[config.mk]
export PLATFORM = sky130hd
export DESIGN_NAME = mem_port_arbiter
export DESIGN_NICKNAME = d
export VERILOG_FILES = /design/src/rtl/mem_port_arbiter.sv
export SDC_FILE = /design/constraint.sdc
export NUM_CORES = 1
export LEC_CHECK = 0
export BUFFER_PORTS_ARGS = -buffer_cell sky130_fd_sc_hd__buf_4
export CORE_ASPECT_RATIO = 1.1
export CORE_UTILIZATION = 46
export DETAILED_ROUTE_END_ITERATION = 12
export PLACE_DENSITY = 0.83
export SYNTH_ARGS = -nofsm -noshare
export SYNTH_HDL_FRONTEND = slang
export SYNTH_SLANG_ARGS = --single-unit
[constraint.sdc]
create_clock -name clk -period 1.78 [get_ports clk]
set_input_delay 0.089 -clock clk [delete_from_list [all_inputs] [get_ports clk]]
set_output_delay 0.089 -clock clk [all_outputs]
set_load 0.02 [all_outputs]
[src/rtl/mem_port_arbiter.sv]
// Two-port (instruction fetch / data) arbiter onto a single memory port.
// One transaction in flight; data has priority, bounded by a starvation counter for fetch.
module mem_port_arbiter #(
  parameter int unsigned STARVE_MAX = 4
) (
  input  logic        clk,
  input  logic        rst_n,
  // fetch port
  input  logic        if_req,
  input  logic [31:0] if_addr,
  input  logic        if_kill,
  output logic        if_gnt,
  output logic        if_rvalid,
  output logic [31:0] if_rdata,
  // data port
  input  logic        d_req,
  input  logic        d_we,
  input  logic [31:0] d_addr,
  input  logic [31:0] d_wdata,
  input  logic [3:0]  d_be,
  output logic        d_gnt,
  output logic        d_rsp,
  output logic [31:0] d_rdata,
  // memory port
  output logic        mem_req,
  output logic        mem_we,
  output logic [31:0] mem_addr,
  output logic [31:0] mem_wdata,
  output logic [3:0]  mem_be,
  input  logic        mem_ready,
  input  logic        mem_rvalid,
  input  logic [31:0] mem_rdata
);

  // state  | meaning
  // IDLE   | no transaction; grant one requester combinationally
  // ISSUE  | mem_req held with captured fields until mem_ready
  // WAIT   | read accepted; waiting for mem_rvalid

  typedef enum logic [1:0] {
    S_IDLE  = 2'd0,
    S_ISSUE = 2'd1,
    S_WAIT  = 2'd2
  } state_t;

  localparam logic [3:0] STARVE_LIM = 4'(STARVE_MAX);

  state_t      state_q, state_d;
  logic        owner_data_q;
  logic        we_q;
  logic [31:0] addr_q;
  logic [31:0] wdata_q;
  logic [3:0]  be_q;
  logic [3:0]  starve_q;
  logic        kill_q;
  logic        grant_f, grant_d;
  logic        fetch_live;

  always_comb begin
    state_d = state_q;
    grant_f = 1'b0;
    grant_d = 1'b0;
    case (state_q)
      S_IDLE: begin
        // data wins unless fetch has waited STARVE_MAX data grants
        if (d_req && !(if_req && (starve_q == STARVE_LIM))) begin
          grant_d = 1'b1;
        end else if (if_req) begin
          grant_f = 1'b1;
        end
        if (grant_d || grant_f) begin
          state_d = S_ISSUE;
        end
      end
      S_ISSUE: begin
        if (mem_ready) begin
          state_d = we_q ? S_IDLE : S_WAIT;
        end
      end
      S_WAIT: begin
        if (mem_rvalid) begin
          state_d = S_IDLE;
        end
      end
      default: state_d = S_IDLE;
    endcase
  end

  assign if_gnt    = grant_f;
  assign d_gnt     = grant_d;
  assign mem_req   = (state_q == S_ISSUE);
  assign mem_we    = we_q;
  assign mem_addr  = addr_q;
  assign mem_wdata = wdata_q;
  assign mem_be    = be_q;

  assign fetch_live = grant_f || ((state_q != S_IDLE) && !owner_data_q);

  always_ff @(posedge clk or negedge rst_n) begin
    if (!rst_n) begin
      state_q <= S_IDLE;
    end else begin
      state_q <= state_d;
    end
  end

  always_ff @(posedge clk or negedge rst_n) begin
    if (!rst_n) begin
      owner_data_q <= 1'b0;
      we_q         <= 1'b0;
      addr_q       <= '0;
      wdata_q      <= '0;
      be_q         <= '0;
    end else if (grant_d) begin
      owner_data_q <= 1'b1;
      we_q         <= d_we;
      addr_q       <= d_addr;
      wdata_q      <= d_wdata;
      be_q         <= d_be;
    end else if (grant_f) begin
      owner_data_q <= 1'b0;
      we_q         <= 1'b0;
      addr_q       <= if_addr;
      wdata_q      <= '0;
      be_q         <= 4'hF;
    end
  end

  always_ff @(posedge clk or negedge rst_n) begin
    if (!rst_n) begin
      starve_q <= '0;
    end else if (grant_f) begin
      starve_q <= '0;
    end else if (grant_d && if_req && (starve_q != STARVE_LIM)) begin
      starve_q <= starve_q + 4'd1;
    end
  end

  // a killed fetch still runs to completion on the memory side
  always_ff @(posedge clk or negedge rst_n) begin
    if (!rst_n) begin
      kill_q <= 1'b0;
    end else if (state_d == S_IDLE) begin
      kill_q <= 1'b0;
    end else if (fetch_live && if_kill) begin
      kill_q <= 1'b1;
    end
  end

  always_ff @(posedge clk or negedge rst_n) begin
    if (!rst_n) begin
      if_rvalid <= 1'b0;
      if_rdata  <= '0;
      d_rsp     <= 1'b0;
      d_rdata   <= '0;
    end else begin
      if_rvalid <= 1'b0;
      d_rsp     <= 1'b0;
      if ((state_q == S_ISSUE) && mem_ready && we_q) begin
        d_rsp <= 1'b1;
      end
      if ((state_q == S_WAIT) && mem_rvalid) begin
        if (owner_data_q) begin
          d_rsp   <= 1'b1;
          d_rdata <= mem_rdata;
        end else if (!(kill_q || if_kill)) begin
          if_rvalid <= 1'b1;
          if_rdata  <= mem_rdata;
        end
      end
    end
  end

endmodule

==> run_results.csv, run 1 <==
group,metric,value,unit
clock_network,cts-root-buf,"clkbuf_16",
clock_network,clock_latency,0.42,ns
worst_hold_path,hp-class,"input pin to register",
global_route,antenna_found_initial,1,
synth,async_reset_ff_share,100,%
placement,gp_congestion,0.823,
die,ioPinCount,278,
timing,finalMaxSlewViolations,0,
worst_setup_path,crit_chain,"inv_2, ha_4, nand4b_4, nand2_8, inv_4, buf_12, buf_6",
placement,io_buffer_count,277,
synth,ys_ff_latch,143,
flow_run,maxCapViolations,0,
route,vias,5603,
synth,synth-main-ff-cell,"dfrtp_1",
timing,worstMarginPinSlew,0.526,ns
route,drtAntennaViolNets,0,
route,drt_pre_antenna_iters,10,
global_route,grt_pass1_wl,32.0,mm
clock_network,clk_pin_slew,0.06,ns
synth,synth_nets,608,
power_and_ir_drop,peakVddDrop,1.09,mV
synth,ys_warn_count,0,
worst_setup_path,critPathMaxFanout,4,
power_and_ir_drop,p_leak,0.00479,µW
status,violations,"DRC",
die,die-area,13700,µm²
die,rows,43,
timing,layout_worst_path_cycle_share,96.2,%
worst_setup_path,cp_slowest_cell,"dfrtp_1",
synth,synthesis.area,6090,µm²
timing,setup_slack,0.0670,ns
timing,final_hold_viol_count,0,
die,start_util,47.8,%
synth,synthCells,466,
die,fp.dieH,123,µm
route,via_per_inst,5.64,
final_layout,syn2layout_area_growth,61.1,%
timing,max_freq,0.584,GHz
synth,avgSynthCellArea,13.1,µm²
timing,fin_crit,1.71,ns
final_layout,final_nets,964,
synth,synth_area_leader_cell,"dfrtp_1",
die,die_w,112,µm
synth,synth_edf_count,0,
status,status,"finished, violations left",
worst_setup_path,cp.required,1.69,ns
clock_network,cts_tree,"yes",
timing,fin_skew,0.00801,ns
placement,place_hpwl,12.6,mm
global_route,grt_pass1_vias,5924,
power_and_ir_drop,p_per_area,1840,nW/µm²
route,drt-wirelength-per-cell,21.4,µm
timing,relSlewSlack,64.9,%
clock_network,clock-sinks,143,
synth,ys_top_cells_by_area,"dfrtp_1 (59%), mux2_2 (10%), a22o_1 (4.9%)",
global_route,grt_overflow,0,
worst_setup_path,cp.arrival,1.62,ns
power_and_ir_drop,total_power,18000,µW
clock_network,cts-buffers-inserted,17,
worst_setup_path,worst_setup_path_end_kind,"output pin",
route,drc,20,
synth,ys_types,46,
synth,synth_top_area_share,58.8,%
placement,place_ws,0.0515,ns
global_route,track_usage,31.2,%
worst_setup_path,crit_type,"register to output pin",
clock_network,htree_levels,4,
route,drtIter0Drc,585,
die,coreArea,12800,µm²
worst_setup_path,critPathMaxStageDelay,0.39,ns
timing,setup_viol,0,
synth,yosysSeqAreaShare,58.8,%
clock_network,cts_buffer_depth,2,
final_layout,drive_above_1_share,49.1,%
route,wl,21.3,mm
global_route,grt_max_degree,65,
worst_setup_path,cp-start-kind,"register",
==> flip-flops by register name, indices dropped and copies added (netlist names) <==
name,cells
d_rdata,32
d_rsp,1
if_rdata,32
if_rvalid,1
kill_q,1
mem_addr,32
mem_be,4
mem_wdata,32
mem_we,1
owner_data_q,1
starve_q,4
state_q,2
==> routing by layer <==
layer  vias to the layer above  GRT usage (%)  share of wire (%)
li1                       2472              -                  -
met1                      2745           33.4                 35
met2                       327           56.2                 53
met3                        59           9.09                8.4
met4                         0           16.1                3.7
met5                         -              0                  0
==> cell usage after synthesis, types with 2 or more instances <==
master	count
nand2_1	2
nor3b_1	3
nor3_1	33
buf_4	9
o22a_1	3
inv_1	5
nor4_1	32
nand3_1	4
a22o_1	34
nor2_2	2
a211oi_1	32
clkbuf_8	3
buf_6	4
ha_1	2
o21ai_0	3
and3_1	3
mux2_2	55
nor2b_1	2
clkbuf_1	4
nor2_1	2
nand4b_4	3
a21oi_1	32
mux2_1	9
buf_2	19
buf_8	3
dfrtp_1	143
==> cell type report <==
class	instances	area, µm²
sequential	143	3580
timing repair buffer	379	3190
fill	738	2940
multi-input combinational	275	2210
clock buffer	19	443
tap	157	196
clock inverter	13	164
inverter	6	25.0
antenna	1	2.50
==> final timing paths <==
check	from	end	slack, ns	cells after the start
min reg2reg	mem_wdata[1]	mem_wdata[1]	0.50	1
max	starve_q[1]	d_gnt	0.07	7
max in group asynchronous	rst_n	if_rdata[4]	0.95	3
max reg2reg	state_q[1]	mem_addr[27]	0.09	6
min	d_addr[25]	mem_addr[25]	0.03	3
min in group asynchronous	rst_n	mem_addr[25]	0.20	2
==> report_power, final <==
group          internal, µW  leakage (µW)  total (µW)  switching, µW
Sequential             4750       0.00178        5830           1070
Clock                  2240      0.000282        3680           1440
Combinational          3920       0.00273        8500           4580
==> kinds of logic (layout without fill, tap and decap cells) <==
group                    Yosys count  count (layout)  share of synthesized area [%]
AND/OR/NAND/NOR                   97              97                           10.3
buffers and inverters             48             417                           5.44
other                              0               1                              0
AO/OA/AOI/OAI                    111             111                           13.1
adder cells (fa/ha/maj)            2               2                          0.411
multiplexers                      65              65                           12.0
flip-flops                       143             143                           58.8
==> repair_timing <==
item                                    4_1_cts  5_1_grt
endpoints found under the setup margin        2        2
resized for setup                             9        3
gates cloned                                  1        0
hold buffers                                 73        0
buffers inserted                              8        2
hold endpoints to repair                    154        0
pin swaps                                     2        3
==> stage by stage <==
step,instances,hold WS [ns],utilization [%],setup TNS (ns),cell area [µm²]
2_1_floorplan,466,-0.207,-,0,6090
3_3_place_gp,876,0.0811,65.3,0,8320
3_5_place_dp,876,0.0941,65.3,0,8320
4_1_cts,990,0.0130,76.7,0,9790
5_1_grt,993,0.0264,77.0,-0.00886,9810
6_report,993,0.0285,77.0,0,9810
==> layout by cell type, fill, tap and decap left out, types with 3 or more instances in the layout <==
cell type and count:
mux2_2 55, o21ai_0 3, nand3_1 4, nand4b_4 3, nor4_1 32, clkinvlp_4 5, dfrtp_1 141, o22a_1 3
a21oi_1 32, buf_12 10, nor3_1 33, buf_4 293, dlygate4sd3_1 73, a22o_1 34, mux2_1 9, clkbuf_16 17
and3_1 3, a211oi_1 32, bufinv_16 3, inv_1 3
==> critical path: cells and delay by family (launching register included) <==
| family | cells | cell delay (ns) |
|---|---|---|
| flops | 1 | 0.39 |
| buf+inv | 4 | 0.38 |
| simple gates | 2 | 0.27 |
| fa+ha+maj | 1 | 0.16 |
Note: power is estimated with default switching activity, not from simulation.
==> inputs of run 2 (changes only) <==
==> config.mk (replaced) <==
export PLATFORM = sky130hd
export DESIGN_NAME = mem_port_arbiter
export DESIGN_NICKNAME = d
export VERILOG_FILES = /design/src/rtl/mem_port_arbiter.sv
export SDC_FILE = /design/constraint.sdc
export NUM_CORES = 1
export LEC_CHECK = 0
export CORE_ASPECT_RATIO = 0.5
export CORE_UTILIZATION = 46
export DETAILED_ROUTE_END_ITERATION = 12
export DONT_BUFFER_PORTS = 1
export PLACE_DENSITY = 0.65
export SLEW_MARGIN = 20
export SYNTH_ARGS = -nofsm -noshare
export SYNTH_HDL_FRONTEND = slang
export SYNTH_SLANG_ARGS = --single-unit
==> run_results.csv, run 2 <==
group,metric,value,unit
die,die_w,165,µm
clock_network,htree_levels,4,
synth,synth_edf_count,0,
synth,ys_types,46,
clock_network,holdBufCountCts,131,
placement,gp_congestion,0.801,
status,haltStage,"clock tree synthesis",
synth,synth-main-ff-cell,"dfrtp_1",
synth,yosysSeqAreaShare,58.8,%
synth,synth_top_area_share,58.8,%
synth,synthesis.area,6090,µm²
placement,io_buffer_count,0,
die,start_util,47.7,%
placement,place_hpwl,9.13,mm
placement,place_ws,0.0683,ns
clock_network,cts_buffer_depth,2,
synth,yosysMostFrequentCell,"dfrtp_1",
status,error,"[ERROR RSZ-0060] Max buffer count reached.",
placement,post_dp_cell_area,6220,µm²
synth,synth_area_leader_cell,"dfrtp_1",
clock_network,clock-sinks,143,
synth,avgSynthCellArea,13.1,µm²
die,rows,29,
placement,dp.cells,613,
synth,synth_common_cells,"dfrtp_1 (143), mux2_2 (55), a22o_1 (34)",
synth,ys_ff_latch,143,
synth,synth_nets,608,
synth,synthCells,466,
synth,async_reset_ff_share,100,%
die,ioPinCount,278,
clock_network,cts-buffers-inserted,17,
clock_network,cts_setup_buffers,7,
synth,ys_warn_count,0,
die,fp.dieH,83.4,µm
clock_network,cts-root-buf,"clkbuf_16",
synth,ys_top_cells_by_area,"dfrtp_1 (59%), mux2_2 (10%), a22o_1 (4.9%)",
clock_network,cts_resized,12,
status,status,"aborted with a tool error",
-- run 2: cell families after synthesis --
family / after synthesis / synth area share [%]
flip-flops: 143 / 58.8
AO/OA/AOI/OAI: 111 / 13.1
AND/OR/NAND/NOR: 97 / 10.3
multiplexers: 65 / 12.0
buffers and inverters: 48 / 5.44
adder cells (fa/ha/maj): 2 / 0.411
-- run 2: per-stage QoR --
step                utilization [%]  hold slack [ns]
floorplan                         -           -0.207
detailed placement             48.7           -0.205
global placement               48.7           -0.204
==> inputs of run 3 (changes only) <==
--- a/config.mk
+++ b/config.mk
@@ -5,11 +5,10 @@
 export SDC_FILE = /design/constraint.sdc
 export NUM_CORES = 1
 export LEC_CHECK = 0
-export CORE_ASPECT_RATIO = 0.5
-export CORE_UTILIZATION = 46
+export CORE_UTILIZATION = 31
 export DETAILED_ROUTE_END_ITERATION = 12
 export DONT_BUFFER_PORTS = 1
-export PLACE_DENSITY = 0.65
+export PLACE_DENSITY_LB_ADDON = 0.15
 export SLEW_MARGIN = 20
 export SYNTH_ARGS = -nofsm -noshare
 export SYNTH_HDL_FRONTEND = slang
==> run_results.csv, run 3 (synthesis gave the netlist of run 1 again) <==
group,metric,value,unit
power_and_ir_drop,p_leak,0.00373,µW
worst_setup_path,crit_family,"flip-flops",
timing,fin_crit,1.71,ns
worst_setup_path,critPathMaxFanout,7,
route,wl,17.6,mm
status,violations,"hold timing",
worst_setup_path,cp-start-kind,"register",
timing,setup_viol,0,
route,drc,0,
clock_network,holdBufCountCts,139,
final_layout,post-route-util,44.8,%
status,status,"finished, violations left",
die,die_w,142,µm
timing,worstMarginPinSlew,0.716,ns
global_route,antenna_found_initial,0,
worst_setup_path,cp.arrival,1.62,ns
global_route,grt_pass1_vias,4946,
timing,relSlewSlack,52.2,%
clock_network,cts-root-buf,"clkbuf_16",
die,rows,50,
clock_network,clk_pin_slew,0.06,ns
final_layout,drive_above_1_share,22.7,%
timing,layout_worst_path_cycle_share,96.2,%
final_layout,final_cell_mix,"dfrtp_1 (143), dlygate4sd3_1 (139), mux2_2 (55), a22o_1 (34), nor3_1 (33)",
placement,place_hpwl,10.7,mm
worst_setup_path,crit_chain,"or3b_4, a21oi_2, buf_6",
flow_run,maxCapViolations,0,
die,coreArea,19000,µm²
global_route,grt_max_degree,144,
die,die-area,20200,µm²
final_layout,layout_commonest_cell,"dfrtp_1",
clock_network,cts_tree,"yes",
timing,max_freq,0.584,GHz
clock_network,cts_buffer_depth,2,
power_and_ir_drop,p_per_area,1810,nW/µm²
clock_network,cts-buffers-inserted,17,
final_layout,final_nets,763,
worst_setup_path,cp.required,1.69,ns
timing,setup_slack,0.0678,ns
worst_setup_path,critPathMaxStageDelay,0.48,ns
placement,dp.cells,708,
timing,hold_slack,-0.631,ns
placement,place_ws,0.176,ns
timing,final_hold_viol_count,143,
route,drt-wirelength-per-cell,19.7,µm
die,start_util,32.1,%
worst_setup_path,worst_setup_path_end_kind,"output pin",
global_route,grt_overflow,0,
route,drtAntennaViolNets,0,
global_route,grt_pass1_wl,27.2,mm
placement,gp_congestion,0.822,
route,vias,4615,
worst_hold_path,hp-class,"input pin to async pin",
worst_setup_path,crit_buf_inv,1,
clock_network,htree_levels,4,
final_layout,syn2layout_area_growth,39.5,%
route,drt_pre_antenna_iters,4,
clock_network,clock_latency,0.41,ns
die,ioPinCount,278,
route,drtIter0Drc,177,
worst_setup_path,crit_type,"register to output pin",
clock_network,clock-sinks,143,
timing,fin_skew,0.00517,ns
timing,finalMaxSlewViolations,0,
worst_setup_path,cp_slowest_cell,"dfrtp_1",
final_layout,antennaDiodeCount,0,
final_layout,final_cells,894,
global_route,track_usage,17.5,%
route,via_per_inst,5.16,
power_and_ir_drop,peakVddDrop,0.792,mV
final_layout,fillers,1726,
placement,io_buffer_count,0,
die,fp.dieH,142,µm
==> run 3: cell type report <==
class | instances | area (µm²) | share of cell area (%)
inverters | 6 | 25.0 | 0.295
clock inverters | 15 | 150 | 1.77
repair buffers | 178 | 1780 | 20.9
well taps | 260 | 325 | 3.83
flip-flops and latches | 143 | 3580 | 42.1
multi-input cells | 275 | 2210 | 26.0
clock buffers | 17 | 425 | 5.01
==> run 3: timing repair <==
item	in CTS	in global routing
setup endpoints to repair	2	10
buffers inserted	15	1
pin swaps	3	5
resized for setup	7	6
endpoints found under the hold margin	284	143
gates cloned	1	0
==> run 3: report_power, final <==
part,switching [µW],internal [µW],total (µW)
combinational,1990,2210,4200
sequential,2920,4730,7650
clock,1530,1980,3510
total,6450,8910,15400
==> run 3: metal layers <==
layer,vias to the layer above,part of all wire [%],GRT usage [%]
met3,13,9.2,6.12
met5,-,0,0
met1,2308,42,21.1
met2,214,48,29.5
li1,2080,-,-
met4,0,0.78,4.87
==> run 3: worst reg2reg max path, stage by stage, from the launching register on <==
cell and delay (ns):
dfrtp_1 0.40, inv_2 0.10, ha_4 0.16, nand4b_4 0.14, nand2_4 0.10, inv_4 0.05, buf_12 0.12, buf_4 0.22
a22o_1 0.29
==> run 3: path summary, 6_finish.rpt <==
| kind | start | to | slack, ns | cells after the start |
|---|---|---|---|---|
| hold / removal | rst_n | mem_wdata[7] | -0.63 | 0 |
| setup reg to reg | starve_q[1] | mem_wdata[22] | 0.10 | 8 |
| max in group asynchronous | rst_n | d_rdata[21] | 2.05 | 0 |
| min in group clk | if_req | starve_q[1] | 0.05 | 2 |
| hold reg to reg | kill_q | kill_q | 0.56 | 1 |
| setup / recovery | state_q[1] | if_gnt | 0.07 | 3 |
==> run 3: stage by stage <==
stage                     setup TNS (ns)  hold slack (ns)  cell area (µm²)  total power [µW]
after floorplan                        0           -0.207             6090             10100
after global placement                 0           -0.204             6350             11100
after detailed placement               0           -0.204             6350             11200
after CTS                              0           -0.658             8470             15400
after global routing             -0.0153           -0.664             8500             16200
final                                  0           -0.631             8500             15400
